## config.mk

```make
export PLATFORM = sky130hd
export DESIGN_NAME = decode_stage_pipe
export DESIGN_NICKNAME = d
export VERILOG_FILES = /design/src/rtl/decode_stage_pipe.sv
export SDC_FILE = /design/constraint.sdc
export NUM_CORES = 1
export LEC_CHECK = 0
export CAP_MARGIN = 20
export CORE_MARGIN = 2
export CORE_UTILIZATION = 35
export DETAILED_ROUTE_END_ITERATION = 10
export GPL_TIMING_DRIVEN = 1
export PLACE_DENSITY = 0.66
export SYNTH_ARGS = -nofsm -noshare
export SYNTH_HDL_FRONTEND = slang
export SYNTH_SLANG_ARGS = --single-unit
```

## constraint.sdc

```tcl
create_clock -name clk -period 2.5 [get_ports clk]
set_input_delay 0.25 -clock clk [delete_from_list [all_inputs] [get_ports clk]]
set_output_delay 0.25 -clock clk [all_outputs]
set_load 0.03 [all_outputs]
```

## src/rtl/decode_stage_pipe.sv

```systemverilog
// decode_stage_pipe: RV32I decode stage with ID/EX register, load-use stall, flush and stall counter
// Ports: clk, rstn (async active-low); in_valid/in_ready/in_pc/in_instr from IF;
//   flush kills held and offered instructions; ex_ready is EX backpressure; ex_ld_valid/ex_ld_rd
//   describe a load in EX; out_* is the registered decode; stall_cnt counts stalled cycles (saturating).
module decode_stage_pipe #(
  parameter int XLEN  = 32,
  parameter int CNT_W = 16
) (
  input  logic             clk,
  input  logic             rstn,
  input  logic             in_valid,
  output logic             in_ready,
  input  logic [XLEN-1:0]  in_pc,
  input  logic [31:0]      in_instr,
  input  logic             flush,
  input  logic             ex_ready,
  input  logic             ex_ld_valid,
  input  logic [4:0]       ex_ld_rd,
  output logic             out_valid,
  output logic [XLEN-1:0]  out_pc,
  output logic [4:0]       out_rs1,
  output logic [4:0]       out_rs2,
  output logic [4:0]       out_rd,
  output logic [XLEN-1:0]  out_imm,
  output logic [4:0]       out_alu_op,
  output logic             out_alu_src,
  output logic             out_reg_write,
  output logic             out_mem_read,
  output logic             out_mem_write,
  output logic [2:0]       out_dm_type,
  output logic [1:0]       out_wd_sel,
  output logic             out_illegal,
  output logic [CNT_W-1:0] stall_cnt
);
  localparam logic [6:0] OP_R = 7'b0110011, OP_I = 7'b0010011, OP_LD = 7'b0000011,
                         OP_ST = 7'b0100011, OP_BR = 7'b1100011, OP_JAL = 7'b1101111,
                         OP_JALR = 7'b1100111, OP_LUI = 7'b0110111, OP_AUIPC = 7'b0010111;
  localparam int DW = 2*XLEN + 30;
  logic [6:0]        w_op;
  logic [2:0]        w_f3;
  logic signed [31:0] w_imm32;
  logic [XLEN-1:0]   w_imm;
  logic [4:0]        w_alu_op;
  logic              w_alu_src, w_reg_write, w_mem_read, w_mem_write, w_illegal;
  logic [2:0]        w_dm_type;
  logic [1:0]        w_wd_sel;
  logic              w_uses_rs1, w_uses_rs2, w_hazard, w_take;
  logic [DW-1:0]     r_dec;
  logic              r_valid;
  logic [CNT_W-1:0]  r_stall;
  assign w_op  = in_instr[6:0];
  assign w_f3  = in_instr[14:12];
  assign w_imm = XLEN'(w_imm32);
  always_comb begin
    w_imm32     = '0;
    w_alu_op    = '0;
    w_alu_src   = 1'b0;
    w_reg_write = 1'b0;
    w_mem_read  = 1'b0;
    w_mem_write = 1'b0;
    w_dm_type   = '0;
    w_wd_sel    = '0;
    w_illegal   = 1'b0;
    case (w_op)
      OP_R: begin
        w_alu_op    = {1'b0, in_instr[30], w_f3};
        w_reg_write = 1'b1;
      end
      OP_I: begin
        w_imm32     = {{20{in_instr[31]}}, in_instr[31:20]};
        w_alu_op    = {1'b0, (w_f3 == 3'b101) & in_instr[30], w_f3};
        w_alu_src   = 1'b1;
        w_reg_write = 1'b1;
      end
      OP_LD: begin
        w_imm32     = {{20{in_instr[31]}}, in_instr[31:20]};
        w_alu_src   = 1'b1;
        w_reg_write = 1'b1;
        w_mem_read  = 1'b1;
        w_dm_type   = w_f3;
        w_wd_sel    = 2'd1;
      end
      OP_ST: begin
        w_imm32     = {{20{in_instr[31]}}, in_instr[31:25], in_instr[11:7]};
        w_alu_src   = 1'b1;
        w_mem_write = 1'b1;
        w_dm_type   = w_f3;
      end
      OP_BR: begin
        w_imm32  = {{19{in_instr[31]}}, in_instr[31], in_instr[7], in_instr[30:25], in_instr[11:8], 1'b0};
        w_alu_op = {2'b11, w_f3};
      end
      OP_JAL: begin
        w_imm32     = {{11{in_instr[31]}}, in_instr[31], in_instr[19:12], in_instr[20], in_instr[30:21], 1'b0};
        w_reg_write = 1'b1;
        w_wd_sel    = 2'd2;
      end
      OP_JALR: begin
        w_imm32     = {{20{in_instr[31]}}, in_instr[31:20]};
        w_alu_src   = 1'b1;
        w_reg_write = 1'b1;
        w_wd_sel    = 2'd2;
      end
      OP_LUI: begin
        w_imm32     = {in_instr[31:12], 12'b0};
        w_alu_op    = 5'b10000;
        w_alu_src   = 1'b1;
        w_reg_write = 1'b1;
      end
      OP_AUIPC: begin
        w_imm32     = {in_instr[31:12], 12'b0};
        w_alu_src   = 1'b1;
        w_reg_write = 1'b1;
      end
      default: w_illegal = 1'b1;
    endcase
  end
  assign w_uses_rs1 = ~(w_op == OP_LUI || w_op == OP_AUIPC || w_op == OP_JAL);
  assign w_uses_rs2 = w_op == OP_R || w_op == OP_ST || w_op == OP_BR;
  assign w_hazard   = in_valid & ex_ld_valid & (ex_ld_rd != 5'd0) &
                      ((w_uses_rs1 & (in_instr[19:15] == ex_ld_rd)) |
                       (w_uses_rs2 & (in_instr[24:20] == ex_ld_rd)));
  // Gated by rstn so the stage never advertises acceptance while held in reset.
  assign in_ready = rstn & (flush | (~w_hazard & (~r_valid | ex_ready)));
  assign w_take   = in_valid & in_ready & ~flush;
  always_ff @(posedge clk or negedge rstn) begin
    if (!rstn) begin
      r_valid <= 1'b0;
      r_dec   <= '0;
      r_stall <= '0;
    end else begin
      r_valid <= ~flush & (w_take | (r_valid & ~ex_ready));
      if (w_take)
        r_dec <= {in_pc, in_instr[19:15], in_instr[24:20], in_instr[11:7], w_imm, w_alu_op,
                  w_alu_src, w_reg_write & ~w_illegal, w_mem_read, w_mem_write, w_dm_type, w_wd_sel, w_illegal};
      if (in_valid & ~in_ready & ~&r_stall)
        r_stall <= r_stall + 1'b1;
    end
  end
  assign {out_pc, out_rs1, out_rs2, out_rd, out_imm, out_alu_op, out_alu_src, out_reg_write,
          out_mem_read, out_mem_write, out_dm_type, out_wd_sel, out_illegal} = r_dec;
  assign out_valid = r_valid;
  assign stall_cnt = r_stall;
endmodule

```

After elaboration in Yosys (flattened, before gate mapping):

Cells that the tools add are included.

* output and inout bits: 112
* register bits: 111
* memory bits (writable): 0
* bits in latches: 0
* ROM bits: 0
* memories kept: 0
* logic and storage cells: 64

* reductions and logical operators: 14
* divide/modulo/power cells: 0
* shift operators: 0
* $add $sub $neg: 1
* muxes and demuxes: 9
* magnitude comparators: 0
* eq/ne operators: 12
* multiply operators: 0
* bitwise logic cells: 25

Operator list (number)
* 32-bit case mux with 5 select lines: 1
* 7-bit by 6-bit == test with 1-bit output, second input constant: 3
* 7-bit == test, second input constant: 3
* 5-bit case mux with 4 select lines: 1
* 16-bit by 1-bit adder with 16-bit output, second input constant: 1
* 16-bit AND reduction: 1
* 1-bit AND: 15
* 7-bit by 5-bit == test with 1-bit output, second input constant: 2
* 5-bit == test: 2
* 9-bit OR reduction: 1
* 7-bit by 2-bit == test with 1-bit output, second input constant: 1
* 7-bit OR reduction: 1
* 1-bit NOT: 6
* 2-bit OR reduction: 3
* 6-bit OR reduction: 1
* 1-bit two-way mux: 5
* 5-bit nonzero test: 1
* 1-bit logical OR: 4
* 1-bit bitwise OR: 4
* 2-bit case mux with 2 select lines: 1
* 3-bit == test, second input constant: 1
* 3-bit two-way mux: 1
* 3-bit OR reduction: 1
* 1-bit logical NOT: 1

Longest topological paths before layout:

Gate-level depths: netlist of run 1.

* word-level depth: 15
* mapped depth: 9

Worst setup path after synthesis of run 1:

Ideal clock, no wire load.

* path type: input to register
* start: input port in_instr[6]
* end: register r_dec[72]
* setup time: 0.125 ns
* stages on the path: 7
* path buffers: 2
* data arrival time: 2.140 ns
* setup slack: 0.235 ns
* required time: 2.375 ns
* cell sequence: buf_2 > or3b_1 > a21oi_4 > nor4_1 > nor4_4 > buf_4 > mux2_2

* longest elaborated chain between the ends: 13
* elaborated cells on any way between the ends: 21

Ends and longest elaborated chain
* from (decl): line 14 `input logic [31:0] in_instr,`
* 7-bit by 6-bit == test with 1-bit output / 7-bit by 5-bit == test with 1-bit output (equally long branches): line 118 `assign w_uses_rs1 = ~(w_op == OP_LUI || w_op == OP_AUIPC || w_op == OP_JAL);`
* 1-bit logical OR (2 in series): line 118
* 1-bit NOT: line 118
* 1-bit AND: line 121 `((w_uses_rs1 & (in_instr[19:15] == ex_ld_rd)) |`
* 1-bit bitwise OR (*): line 121
* 1-bit AND (*): line 120 `assign w_hazard = in_valid & ex_ld_valid & (ex_ld_rd != 5'd0) &`
* 1-bit NOT (*): line 124 `assign in_ready = rstn & (flush | (~w_hazard & (~r_valid | ex_ready)));`
* 1-bit AND (*): line 124
* 1-bit bitwise OR (*): line 124
* 1-bit AND (*): line 124
* 1-bit AND (*) (2 in series): line 125 `assign w_take = in_valid & in_ready & ~flush;`
* to (signal assigned): line 134 `r_dec <= {in_pc, in_instr[19:15], in_instr[24:20], in_instr[11:7], w_imm, w_alu_op,`
* to (decl): line 48 `logic [DW-1:0] r_dec;`

Mark *: on every way between the ends. The rest lies on a longest branch, timed or not.
A chain may end at the register's enable or synchronous reset.

Final worst setup path of run 1:

* start: input port ex_ld_rd[0]
* end: register r_dec[58]

* longest elaborated chain between the ends: 10
* elaborated cells on any way between the ends: 14

Ends and longest elaborated chain
* from (decl): line 18 `input logic [4:0] ex_ld_rd,`
* 5-bit == test, on equally long branches: line 121, 122
* 1-bit AND, on equally long branches: line 121, 122
* 1-bit bitwise OR: line 121
* 1-bit AND (*): line 120
* 1-bit NOT (*): line 124
* 1-bit AND (*): line 124
* 1-bit bitwise OR (*): line 124
* 1-bit AND (*): line 124
* 1-bit AND (*) (2 in series): line 125

Marked as above.

==> impl_metrics.ini, run 1 <==
[floorplan]
ios = 187
core_sq_um = 13900
start_util = 0.357
die-area_sq_um = 15100
dieWidth_um = 123
row_count = 43
die_y_um = 123

[global_routing]
first_global_vias = 4244
grt_overflow = 0
busiest_layer = met2
grt.met2_usage = 0.301
grt_max_degree = 70
grt.total_usage = 0.191
grt_use_met1 = 0.246
antenna_found_initial = 1
use_met3 = 0.0600
grt_pass1_wl_mm = 22.2

[cts]
h-tree-depth = 3
cts_max_path_buffers = 2
cts_root_buf = clkbuf_16
clk_pin_slew_ps = 70
cts_sinks = 111
clk_latency_ps = 350
cts_tree = yes
cts_inserted_buffers = 9
postCtsSetupBuffers = 0

[placement]
preCtsSetupSlack_ps = -274
dpl.hpwl_mm = 10.7
gp_congestion = 0.869
numPortBuffers = 186

[setup_path]
max_stage_delay_ps = 470
cp_cell_sequence = clkdlybuf4s50_1, nor3_1, a211o_1, buf_4, nor4_2, buf_4, nor4_4, buf_4, mux2_2
cp_slowest_cell = clkdlybuf4s50_1
crit_family = buffers and inverters
worstPathArrival_ps = 2570
cp_num_buf_inv = 4
cp_max_fo = 23
startpoint_type = primary input
cp_common_cell = buf_4
worstPathRequired_ps = 2730
worstSetupPathType = primary input to flip-flop
cp-end-kind = flip-flop

[sta]
drv_slew = 0
grt_setup_unrepaired = yes
maxSlewHeadroom = 0.408
fin_tns_setup_ps = 0
worst_pin_slew_ps = 888
layout_min_cycle_time_ps = 2340
hold_viol_final = 37
finalCritPeriodShare = 0.938
max_freq_mhz = 427
whs_ps = -16.2
skew_ps = 6.23
setup_violations = 0
fin_ws_ps = 156

[outcome]
failed_checks = hold timing
outcome = complete, but fails checks

[drt]
drt_wl_total_mm = 14.4
vias_per_cell = 5.06
wl_per_cell_um = 16.8
vias = 4340
dr.pass1.iters = 5
ant_nets = 0
drc = 0
dr.first_iter.drc_count = 291

[pwr]
leakage_nw = 3.15
powerDensity_nw_per_um2 = 743
peakVddDrop_mv = 0.419

[cells_and_area]
ff_latch_area_sq_um = 2780
syn_to_final_growth_pct = 53.4
drive_gt1_frac = 0.177
fin_nets = 751
multi_input_area_sq_um = 1980
fill_cells = 1216
n_antenna_cell = 0

[yosys]
async_flop_share = 1.00
yosysSeqAreaShare = 0.560
synth_edf_count = 0
synth_fp_nets = 525
synthFlopType = dfrtp_1
yosys_warnings = 0
ys_ff_latch = 111
netlist_area_sq_um = 4960
syn_avg_cell_area_sq_um = 11.0
syn_inst = 449
synth_cell_types = 40

[run]
cap_violations = 0

[worst_hold_path]
min_path_type = primary input to asynchronous set/reset pin
==> what timing repair did <==
action | in CTS | in global routing
endpoints found under the setup margin | 0 | 7
hold buffers | 0 | 0
gates resized for setup | 0 | 2
==> Yosys cell counts (7+ instances only) <==
cell type / number / area share
mux2_2: 50 / 0.11
buf_2: 7 / 0.0071
inv_1: 20 / 0.015
buf_4: 9 / 0.014
a21oi_1: 52 / 0.053
nand2_1: 20 / 0.015
xnor2_1: 13 / 0.023
dfrtp_1: 111 / 0.56
nor2_1: 41 / 0.031
xor2_1: 12 / 0.021
o21ai_0: 19 / 0.019
nand3_1: 25 / 0.025
nor3_1: 11 / 0.011
==> where the power goes <==
part / internal [W] / switching [W]
Clock: 0.000760 / 0.000611
Sequential: 0.00209 / 0.000231
Combinational: 0.000887 / 0.00107
==> per-stage QoR <==
step	std cells	hold slack [ps]	utilization	total power [W]	area [sq um]
floorplan	449	-45.6	-	0.00332	4960
global placement	843	369	0.527	0.00427	7310
detailed placement	843	374	0.527	0.00431	7310
CTS	856	0.359	0.546	0.00570	7580
global route	857	22.2	0.548	0.00593	7600
finish	857	-16.2	0.548	0.00565	7600
==> path summary, 6_finish.rpt <==
path | cells after the start | slack [ps] | to | from
max in group asynchronous | 3 | 1220 | r_dec[72] | rstn
worst min-delay path | 2 | -20 | r_dec[33] | rstn
worst max register to register | 5 | 540 | r_dec[58] | out_valid
worst min register to register | 1 | 500 | r_dec[63] | r_dec[63]
worst max-delay path | 9 | 160 | r_dec[58] | ex_ld_rd[0]
min in group clk | 2 | 500 | r_dec[63] | in_pc[1]
==> flip-flops by register name, indices dropped and copies added, names as in the netlist <==
name / flops
stall_cnt: 16
out_valid: 1
r_dec: 94
==> cells by family after synthesis <==
logic type,after synthesis,share of synthesized area
buffers and inverters,42,0.0406
xor gates and xnor gates,25,0.0442
DFF,111,0.560
muxes,55,0.125
and+or+nand+nor,126,0.126
AOI/OAI and AO/OA,89,0.101
adders and majority gates,1,0.00252
==> per-layer routing <==
| layer | vias up | wire length [um] | part of all wire |
|---|---|---|---|
| li1 | 2016 | - | - |
| met1 | 2102 | 6150 | 0.43 |
| met2 | 197 | 6700 | 0.46 |
| met3 | 23 | 1300 | 0.090 |
| met4 | 2 | 259 | 0.018 |
| met5 | - | 10 | 0.00069 |
==> layout make-up <==
cell class,count,area share
clock inverter,2,0.00461
inverter,20,0.00987
multi-input combinational,296,0.261
timing repair buffer,237,0.299
clock buffer,11,0.0306
tap,180,0.0296
sequential,111,0.365
==> cells in the final DEF, fill, tap and decap left out, types with 3 or more instances in the layout <==
cell,n
nor4_1,5
a21oi_1,52
dfrtp_1,111
nand4_1,4
and3_1,4
inv_1,20
o21ai_0,19
clkdlybuf4s50_1,184
nor2_1,41
clkbuf_16,10
xnor2_1,13
nor2b_1,3
nor3_1,11
nand2_1,20
mux2_2,50
mux2_1,5
xor2_1,12
a22oi_1,5
nand3_1,25
buf_4,50
Note: power is estimated with default switching activity, not from simulation.
==> inputs of run 2 (changes only) <==
Settings changed: CORE_MARGIN 2 to 5, SKIP_CTS_REPAIR_TIMING from default to 1.
==> run 2 against run 1 <==
- the run now ends clean
- worst hold slack better by 76 ps
- die area up 10%
- maximum frequency down 1.7%
- sequential share of layout area down 0.54 points
- clock skew down 1.3 ps
- first-iteration DRC count down 21%
- non-clock buffer count up 7
- count of clock-buffer cells in the layout down 1
- combinational power about the same
==> impl_metrics.ini, run 2 (same netlist as run 1, synthesis figures left out) <==
[global_routing]
grt_overflow = 0
grt_max_degree = 60
antenna_found_initial = 0
grt.total_usage = 0.174
first_global_vias = 4376
grt_pass1_wl_mm = 22.7

[floorplan]
ios = 187
core_sq_um = 13900
die_y_um = 129
die-area_sq_um = 16600
dieWidth_um = 129
row_count = 43
start_util = 0.357

[cells_and_area]
n_antenna_cell = 0
fill_cells = 1234
top_register = r_dec
fin_nets = 758
largest_reg_flops = 94
final_area_sq_um = 7720
syn_to_final_growth_pct = 55.7
final_common_cell = clkdlybuf4s50_1
multi_input_area_sq_um = 1980
mostFrequentLayoutCells = 184 x clkdlybuf4s50_1, 111 x dfrtp_1, 53 x buf_4
final_util = 0.556
ff_latch_area_sq_um = 2780
drive_gt1_frac = 0.187

[setup_path]
max_stage_delay_ps = 480
critical_path_cell_count = 9
crit_family = buffers and inverters
worstPathArrival_ps = 2140
cp_num_buf_inv = 5
worstSetupPathType = primary input to primary output
cp-end-kind = primary output
cp_cell_sequence = clkdlybuf4s50_1, or3b_1, a21oi_4, nor4_1, buf_4, buf_4, nor3_1, buf_4, buf_12
cp_slowest_cell = clkdlybuf4s50_1
worstPathRequired_ps = 2250
cp_max_fo = 2
startpoint_type = primary input
cp_common_cell = buf_4
reg2reg_depth = 5

[cts]
clk_latency_ps = 350
cts_root_buf = clkbuf_16
cts_inserted_buffers = 9
cts_max_path_buffers = 2
cts_tree = yes
clk_pin_slew_ps = 70
cts_sinks = 111
h-tree-depth = 3

[drt]
vias = 4257
vias_per_cell = 4.93
ant_nets = 0
dr.first_iter.drc_count = 230
drt_wl_total_mm = 14.7
wl_per_cell_um = 17.0
drc = 0
dr.pass1.iters = 5

[pwr]
switching_share = 0.332
internal-power_w = 0.00388
leakage_nw = 3.21
pwr-share-comb = 0.338
powerDensity_nw_per_um2 = 753
pwr-share-clk = 0.262
seq_power_share = 0.400
peakVddDrop_mv = 0.464
power_switching_w = 0.00193

[sta]
finalCritPeriodShare = 0.954
max_freq_mhz = 419
skew_ps = 4.94
layout_min_cycle_time_ps = 2390
setup_violations = 0
hold_viol_final = 0
worst_pin_slew_ps = 763
maxSlewHeadroom = 0.491
drv_slew = 0
grt_setup_unrepaired = no

[placement]
place_area_sq_um = 7320
dpl.hpwl_mm = 11.1
gp_congestion = 0.812
numPortBuffers = 186

[outcome]
outcome = completed

[worst_hold_path]
min_path_type = primary input to asynchronous set/reset pin

[run]
cap_violations = 0
## run 2: changes by cell type in the layout (fill, tap and decap cells not counted), sizes merged
| cell | change |
|---|---|
| clkbuf | -1 |
| buf | +7 |
| bufinv | +1 |
| inv | +1 |
| clkinv | -1 |
## run 2: final cells by class
type / instances / area share
timing repair buffer: 244 / 0.305
multi-input combinational: 296 / 0.256
sequential: 111 / 0.360
clock buffer: 10 / 0.0310
inverter: 20 / 0.00973
clock inverter: 3 / 0.00892
tap: 180 / 0.0292
## run 2: final timing paths
check	startpoint	endpoint	slack, ps
setup / recovery	in_instr[4]	in_ready	110
hold reg to reg	r_dec[63]	r_dec[63]	490
max in group asynchronous	rstn	r_dec[78]	1900
setup reg to reg	stall_cnt[6]	stall_cnt[7]	490
hold / removal	rstn	r_dec[29]	60
min in group clk	r_dec[63]	r_dec[63]	490
## run 2: through the flow
| step | std cells | hold slack (ps) | setup WS [ps] | total power (W) | setup TNS (ps) |
|---|---|---|---|---|---|
| finish | 864 | 59.7 | 115 | 0.00581 | 0 |
| global route | 864 | 131 | 9.80 | 0.00608 | 0 |
| CTS | 857 | 89.8 | 108 | 0.00586 | 0 |
| detailed placement | 844 | 470 | -213 | 0.00431 | -16200 |
| global placement | 844 | 456 | -204 | 0.00428 | -14500 |
| floorplan | 449 | -45.6 | 235 | 0.00332 | 0 |
## run 2: power by group through the flow
| stage | combinational, W | sequential (W) | clock (W) |
|---|---|---|---|
| floorplan | 0.000412 | 0.00291 | 0 |
| detailed placement | 0.00196 | 0.00235 | 0 |
| global placement | 0.00194 | 0.00234 | 0 |
| global route | 0.00208 | 0.00237 | 0.00163 |
| CTS | 0.00197 | 0.00233 | 0.00157 |
| finish | 0.00196 | 0.00232 | 0.00152 |
## run 2: per-layer routing
layer  routed length (um)  part of all wire  vias up  track usage
met4                  232             0.016        0       0.0587
met5                    0                 0        -            0
met1                 6170              0.42     2037        0.221
met3                 1580              0.11       16       0.0652
met2                 6710              0.46      170        0.273
li1                     -                 -     2034            -
